$ cat config.mk
export PLATFORM = sky130hd
export DESIGN_NAME = scan_stream_reader_flat
export DESIGN_NICKNAME = d
export VERILOG_FILES = /design/src/rtl/scan_stream_reader_pkg.sv /design/src/rtl/scan_stream_reader_if.sv /design/src/rtl/scan_stream_reader_fifo.sv /design/src/rtl/scan_stream_reader.sv /design/src/flat_wrapper.sv
export SDC_FILE = /design/constraint.sdc
export NUM_CORES = 1
export LEC_CHECK = 0
export CELL_PAD_IN_SITES_DETAIL_PLACEMENT = 0
export CELL_PAD_IN_SITES_GLOBAL_PLACEMENT = 2
export CORE_UTILIZATION = 36
export CTS_CLUSTER_SIZE = 16
export DETAILED_ROUTE_END_ITERATION = 10
export PLACE_DENSITY_LB_ADDON = 0.1
export SLEW_MARGIN = 20
export SYNTH_ARGS = -nofsm -noshare
export SYNTH_HDL_FRONTEND = slang
export SYNTH_HIERARCHICAL = 1
export SYNTH_SLANG_ARGS = --single-unit
$ cat constraint.sdc
create_clock -name clk_i -period 4.3 [get_ports clk_i]
set_input_delay 0.43 -clock clk_i [delete_from_list [all_inputs] [get_ports clk_i]]
set_output_delay 0.43 -clock clk_i [all_outputs]
set_load 0.1 [all_outputs]
$ cat src/rtl/scan_stream_reader_pkg.sv
// Shared types and constants for the scanner-to-stream reader and its skid FIFO.
// The FSM encoding is fixed at 3 bits so that other blocks can decode busy/state directly.
package scan_stream_reader_pkg;

   localparam int DATA_W_DEF = 32;
   localparam int LEN_W_DEF  = 16;
   localparam int CNT_W      = 2;

   typedef enum logic [2:0] {
      ST_IDLE  = 3'd0,
      ST_PRIME = 3'd1,
      ST_FILL  = 3'd2,
      ST_RUN   = 3'd3,
      ST_DONE  = 3'd4
   } state_e;

   // True when the buffer is, or is about to become, empty given this cycle's pop.
   function automatic logic fifo_drains(input logic [CNT_W-1:0] cnt, input logic pop);
      return (cnt == 2'd0) || ((cnt == 2'd1) && pop);
   endfunction

endpackage

$ cat src/rtl/scan_stream_reader_if.sv
// Bundle of the scanner pull port and the downstream valid/ready stream.
// The master side is the reader; the slave side is the scanner plus downstream consumer.
interface scan_stream_reader_if
   import scan_stream_reader_pkg::*;
#(
   parameter int DATA_W = DATA_W_DEF
);
   logic [DATA_W-1:0] data;
   logic              valid;
   logic              last;
   logic              ready;
   logic              scan_reset;
   logic              scan_next;
   logic [DATA_W-1:0] scan_value;

   modport master (
      output data, valid, last, scan_reset, scan_next,
      input  ready, scan_value
   );

   modport slave (
      input  data, valid, last, scan_reset, scan_next,
      output ready, scan_value
   );
endinterface

$ cat src/rtl/scan_stream_reader_fifo.sv
// Two-entry FIFO with registered head/valid/full outputs; push and pop may coincide at any occupancy.
// An empty FIFO keeps presenting its last head word.
module stream_skid_fifo
   import scan_stream_reader_pkg::*;
#(
   parameter int W = 33
) (
   input  logic             clk_i,
   input  logic             rst_i,
   input  logic             push_i,
   input  logic [W-1:0]     din_i,
   input  logic             pop_i,
   output logic [W-1:0]     dout_o,
   output logic             valid_o,
   output logic             full_o,
   output logic [CNT_W-1:0] count_o
);

   logic [W-1:0]     head_q, head_d;
   logic [W-1:0]     tail_q, tail_d;
   logic [CNT_W-1:0] count_q, count_d;
   logic             valid_q, full_q;
   logic             pop_eff_s, push_eff_s;

   // Next-state of storage and occupancy.
   always_comb begin
      head_d     = head_q;
      tail_d     = tail_q;
      count_d    = count_q;
      pop_eff_s  = pop_i && (count_q != 2'd0);
      // A pop at full frees the slot, so the coincident push is still taken.
      push_eff_s = push_i && ((count_q != 2'd2) || pop_eff_s);
      case ({push_eff_s, pop_eff_s})
         2'b10: begin
            if (count_q == 2'd0) begin
               head_d = din_i;
            end else begin
               tail_d = din_i;
            end
            count_d = count_q + 2'd1;
         end
         2'b01: begin
            if (count_q == 2'd2) begin
               head_d = tail_q;
            end else begin
               head_d = head_q;
            end
            count_d = count_q - 2'd1;
         end
         2'b11: begin
            if (count_q == 2'd2) begin
               head_d = tail_q;
               tail_d = din_i;
            end else begin
               head_d = din_i;
            end
         end
         default: begin
            count_d = count_q;
         end
      endcase
   end

   // Storage and registered status flags.
   always_ff @(posedge clk_i or posedge rst_i) begin
      if (rst_i) begin
         head_q  <= '0;
         tail_q  <= '0;
         count_q <= 2'd0;
         valid_q <= 1'b0;
         full_q  <= 1'b0;
      end else begin
         head_q  <= head_d;
         tail_q  <= tail_d;
         count_q <= count_d;
         valid_q <= (count_d != 2'd0);
         full_q  <= (count_d == 2'd2);
      end
   end

   assign dout_o  = head_q;
   assign valid_o = valid_q;
   assign full_o  = full_q;
   assign count_o = count_q;

endmodule

$ cat src/rtl/scan_stream_reader.sv
// Pulls one burst of words from a sequential memory scanner and emits them as a valid/ready stream.
// A 2-entry FIFO keeps the scanner enable independent of downstream ready while sustaining 1 word/cycle.
module scan_stream_reader
   import scan_stream_reader_pkg::*;
#(
   parameter int DATA_W = DATA_W_DEF,
   parameter int LEN_W  = LEN_W_DEF
) (
   input  logic                   clk_i,
   input  logic                   rst_i,
   input  logic                   start_i,
   input  logic [LEN_W-1:0]       len_i,
   output logic                   busy_o,
   output logic                   done_o,
   scan_stream_reader_if.master   bus
);

   state_e             state_q, state_d;
   logic [LEN_W-1:0]   remaining_q, remaining_d;

   logic               scan_reset_s;
   logic               scan_next_s;
   logic               busy_s;
   logic               done_s;
   logic               pop_s;
   logic               fifo_valid_s;
   logic               fifo_full_s;
   logic [CNT_W-1:0]   fifo_count_s;
   logic [DATA_W:0]    fifo_din_s;
   logic [DATA_W:0]    fifo_dout_s;

   // State and burst counter registers.
   always_ff @(posedge clk_i or posedge rst_i) begin
      if (rst_i) begin
         state_q     <= ST_IDLE;
         remaining_q <= '0;
      end else begin
         state_q     <= state_d;
         remaining_q <= remaining_d;
      end
   end

   // Next-state and remaining-count logic.
   always_comb begin
      state_d     = state_q;
      remaining_d = remaining_q;
      case (state_q)
         ST_IDLE: begin
            if (start_i) begin
               remaining_d = len_i;
               if (len_i != '0) begin
                  state_d = ST_PRIME;
               end else begin
                  state_d = ST_DONE;
               end
            end else begin
               state_d = ST_IDLE;
            end
         end
         ST_PRIME: state_d = ST_FILL;
         ST_FILL:  state_d = ST_RUN;
         ST_RUN: begin
            if (scan_next_s) begin
               remaining_d = remaining_q - LEN_W'(1);
            end else begin
               remaining_d = remaining_q;
            end
            // Leave as soon as the final word is being popped so done lands right after it.
            if ((remaining_q == '0) && fifo_drains(fifo_count_s, pop_s)) begin
               state_d = ST_DONE;
            end else begin
               state_d = ST_RUN;
            end
         end
         ST_DONE:  state_d = ST_IDLE;
         default:  state_d = ST_IDLE;
      endcase
   end

   // Output decode from registered state, count and remaining only.
   always_comb begin
      scan_reset_s = 1'b0;
      scan_next_s  = 1'b0;
      busy_s       = 1'b1;
      done_s       = 1'b0;
      case (state_q)
         ST_IDLE:  busy_s       = 1'b0;
         ST_PRIME: scan_reset_s = 1'b1;
         ST_FILL:  scan_next_s  = 1'b0;
         ST_RUN:   scan_next_s  = (remaining_q != '0) && (fifo_count_s < 2'd2);
         ST_DONE:  done_s       = 1'b1;
         default:  busy_s       = 1'b0;
      endcase
   end

   assign pop_s      = fifo_valid_s && bus.ready;
   assign fifo_din_s = {(remaining_q == LEN_W'(1)), bus.scan_value};

   stream_skid_fifo #(
      .W (DATA_W + 1)
   ) u_fifo (
      .clk_i   (clk_i),
      .rst_i   (rst_i),
      .push_i  (scan_next_s),
      .din_i   (fifo_din_s),
      .pop_i   (pop_s),
      .dout_o  (fifo_dout_s),
      .valid_o (fifo_valid_s),
      .full_o  (fifo_full_s),
      .count_o (fifo_count_s)
   );

   assign busy_o         = busy_s;
   assign done_o         = done_s;
   assign bus.scan_reset = scan_reset_s;
   assign bus.scan_next  = scan_next_s;
   assign bus.data       = fifo_dout_s[DATA_W-1:0];
   assign bus.last       = fifo_dout_s[DATA_W];
   assign bus.valid      = fifo_valid_s;

endmodule
$ cat src/flat_wrapper.sv
// flat-port wrapper written by rule: the top's interface ports become plain ports
module scan_stream_reader_flat import scan_stream_reader_pkg::*;
#(
   parameter int DATA_W = DATA_W_DEF,
   parameter int LEN_W  = LEN_W_DEF
)
  (clk_i, rst_i, start_i, len_i, busy_o, done_o, bus_data, bus_valid, bus_last, bus_scan_reset, bus_scan_next, bus_ready, bus_scan_value);
  scan_stream_reader_if #(.DATA_W(DATA_W)) bus_i ();
  input  logic clk_i;
  input  logic rst_i;
  input  logic start_i;
  input  logic [LEN_W-1:0] len_i;
  output logic busy_o;
  output logic done_o;
  output wire logic [$bits(bus_i.data)-1:0] bus_data;
  output wire logic [$bits(bus_i.valid)-1:0] bus_valid;
  output wire logic [$bits(bus_i.last)-1:0] bus_last;
  output wire logic [$bits(bus_i.scan_reset)-1:0] bus_scan_reset;
  output wire logic [$bits(bus_i.scan_next)-1:0] bus_scan_next;
  input wire logic [$bits(bus_i.ready)-1:0] bus_ready;
  input wire logic [$bits(bus_i.scan_value)-1:0] bus_scan_value;
  assign bus_data = bus_i.data;
  assign bus_valid = bus_i.valid;
  assign bus_last = bus_i.last;
  assign bus_scan_reset = bus_i.scan_reset;
  assign bus_scan_next = bus_i.scan_next;
  assign bus_i.ready = bus_ready;
  assign bus_i.scan_value = bus_scan_value;
  scan_stream_reader #(.DATA_W(DATA_W), .LEN_W(LEN_W)) u_core (.clk_i(clk_i), .rst_i(rst_i), .start_i(start_i), .len_i(len_i), .busy_o(busy_o), .done_o(done_o), .bus(bus_i));
endmodule
==> flow_summary.json <==
{
  "cp.arrival_ns": 3.68,
  "dieHeight_um": 119,
  "track_usage": 0.156,
  "ctsRootBufferMaster": "clkbuf_16",
  "grt_overflow": 0,
  "worst_setup_path_end_kind": "register",
  "cts_hold_buf": 0,
  "max_stage_delay_ns": 0.51,
  "worstHoldPathType": "reg -> reg",
  "drtPass1Iterations": 4,
  "timing.rr.end": "u_core/u_fifo/dout_o[23]",
  "antenna_found_initial": 0,
  "rr_startpoint": "u_core/remaining_q[0]",
  "clkSinkCount": 88,
  "regToRegSetupSlack_ns": 0.84,
  "grt_first_pass_wirelength_mm": 16.8,
  "grt_pass1_vias": 3179,
  "crit_required_ns": 4.53,
  "setup.worst_path.start_class": "register",
  "cts_tree": "done",
  "gp_congestion": 0.716,
  "drv_cap": 0,
  "nNetsFinal": 505,
  "critPathKind": "reg -> reg",
  "route.detailed.drc": 0,
  "cts_resized": 0,
  "finalHoldViolCount": 0,
  "max_freq_mhz": 289,
  "worstPathCellList": "inv_1, ha_1, or3b_2, nor4_4, nor2_1, nor2b_2, o21ai_4, buf_4, mux2_4, mux2_4",
  "layout_min_cycle_time_ns": 3.46,
  "worst_slew_pin_slew_ns": 1.03,
  "die_area_um2": 14000,
  "grt_start_max_net_pins": 37,
  "wire_per_inst_um": 16.3,
  "start_util": 0.369,
  "min_from": "u_core/u_fifo/dout_o[13]",
  "syn_to_final_growth_pct": 27.1,
  "fin_skew_ns": 0.00560,
  "numCtsBuffers": 9,
  "worstRegToRegCells": 10,
  "syn_nets": 419,
  "hold_path_end": "u_core/u_fifo/dout_o[13]",
  "die_x_um": 119,
  "clk_path_buf_depth": 2,
  "rsz0062_at_grt": "false",
  "postCtsSetupRepairBufs": 0,
  "synthCells": 364,
  "slew-limit-headroom": 0.314,
  "routed_wirelength_mm": 10.3,
  "synth.avg_cell_area_um2": 13.4,
  "core_um2": 13200,
  "syn_area_um2": 4890,
  "status": "complete, no violations",
  "rows": 42,
  "numPortBuffers": 89,
  "ant_nets": 0,
  "hpwl_mm": 6.90,
  "period_share": 0.804,
  "vias_per_cell": 4.99,
  "drt-initial-drc-count": 132,
  "timing.setup.tns_ns": 0,
  "crit_path_frequent_cell": "mux2_4",
  "ys_warn_count": 6,
  "clkTransAtPathRegs_ns": 0.07,
  "worst-path-max-fanout": 19,
  "htree_levels": 3,
  "diodes": 0,
  "slew_violations": 0,
  "clk-insertion-delay-late_ns": 0.34,
  "holdPathStages": 1,
  "via_count": 3148,
  "ios": 90,
  "setup_viol": 0,
  "drive_gt1_frac": 0.354,
  "slowest_stage": "or3b_2",
  "n_fill_cell": 1242
}
[layer usage]
| metal | GRT usage | vias up | wire (um) |
|---|---|---|---|
| li1 | - | 1499 | - |
| met1 | 0.212 | 1573 | 5010 |
| met2 | 0.238 | 69 | 4750 |
| met3 | 0.0381 | 7 | 384 |
| met4 | 0.0617 | 0 | 115 |
| met5 | 0 | - | 0 |
[worst max-delay path: cells and delay by family (launching register included)]
kind / cells / cell delay, ns
simple gates: 4 / 1.42
mux: 2 / 0.57
buf+inv: 2 / 0.47
flops: 1 / 0.42
compound gates: 1 / 0.24
fa+ha+maj: 1 / 0.21
[worst max-delay path by stage]
stage | start | end | depth (start not counted)
finish | u_core/remaining_q[0] | u_core/u_fifo/dout_o[23] | 10
global route | u_core/remaining_q[0] | u_core/u_fifo/dout_o[25] | 10
CTS | u_core/remaining_q[0] | u_core/u_fifo/dout_o[25] | 10
detailed placement | u_core/remaining_q[0] | u_core/u_fifo/dout_o[25] | 10
global placement | u_core/remaining_q[0] | u_core/u_fifo/dout_o[31] | 10
floorplan | u_core/remaining_q[0] | u_core/u_fifo/tail_q[0] | 12
[cell type report]
cell class | instances | area (um2) | area share
multi-input combinational | 247 | 2470 | 0.397
timing repair buffer | 96 | 973 | 0.157
sequential | 88 | 2200 | 0.355
inverter | 8 | 30.0 | 0.00484
clock inverter | 5 | 63.8 | 0.0103
clock buffer | 11 | 253 | 0.0407
tap | 176 | 220 | 0.0355
[cells in the final DEF (no fill, tap or decap), types with 2 or more instances in the layout]
cell type / instances
mux2_2: 9
nand4_1: 3
buf_4: 6
o31ai_1: 2
a21oi_2: 21
o21ai_4: 2
nor4_2: 2
nor2b_1: 5
clkdlybuf4s50_1: 88
or4_1: 2
nand2b_1: 4
nand2_1: 21
or3_1: 2
ha_1: 3
nor4_1: 5
o211ai_2: 2
o22ai_1: 7
nor3_1: 4
nand3_1: 6
nor2_1: 8
and2_1: 2
o32ai_1: 2
nand3b_1: 2
a21oi_1: 10
clkinv_4: 2
nor3b_1: 2
dfrtp_1: 88
clkbuf_8: 2
inv_1: 7
mux2_4: 90
o21ai_0: 11
clkbuf_16: 9
[stage by stage]
stage / setup WS, ns / instances / utilization / hold slack, ns / cell area, um2
6_report: 0.845 / 631 / 0.469 / 0.510 / 6210
4_1_cts: 0.798 / 630 / 0.467 / 0.512 / 6180
2_1_floorplan: 0.325 / 364 / - / 0.381 / 4890
3_5_place_dp: 0.809 / 614 / 0.443 / 0.492 / 5870
5_1_grt: 0.602 / 631 / 0.469 / 0.518 / 6210
3_3_place_gp: 0.897 / 614 / 0.443 / 0.489 / 5870
[sequential cells by signal (all words and copies together), names as in the netlist]
register	count
u_core/remaining_q	16
u_core/state_q	3
u_core/u_fifo/valid_o	1
u_core/u_fifo/count_o	2
u_core/u_fifo/dout_o	33
u_core/u_fifo/tail_q	33
Power is left out: the tool's default activity adds up to more than one toggle a clock period on the data nets, which glitch-free logic cannot reach.
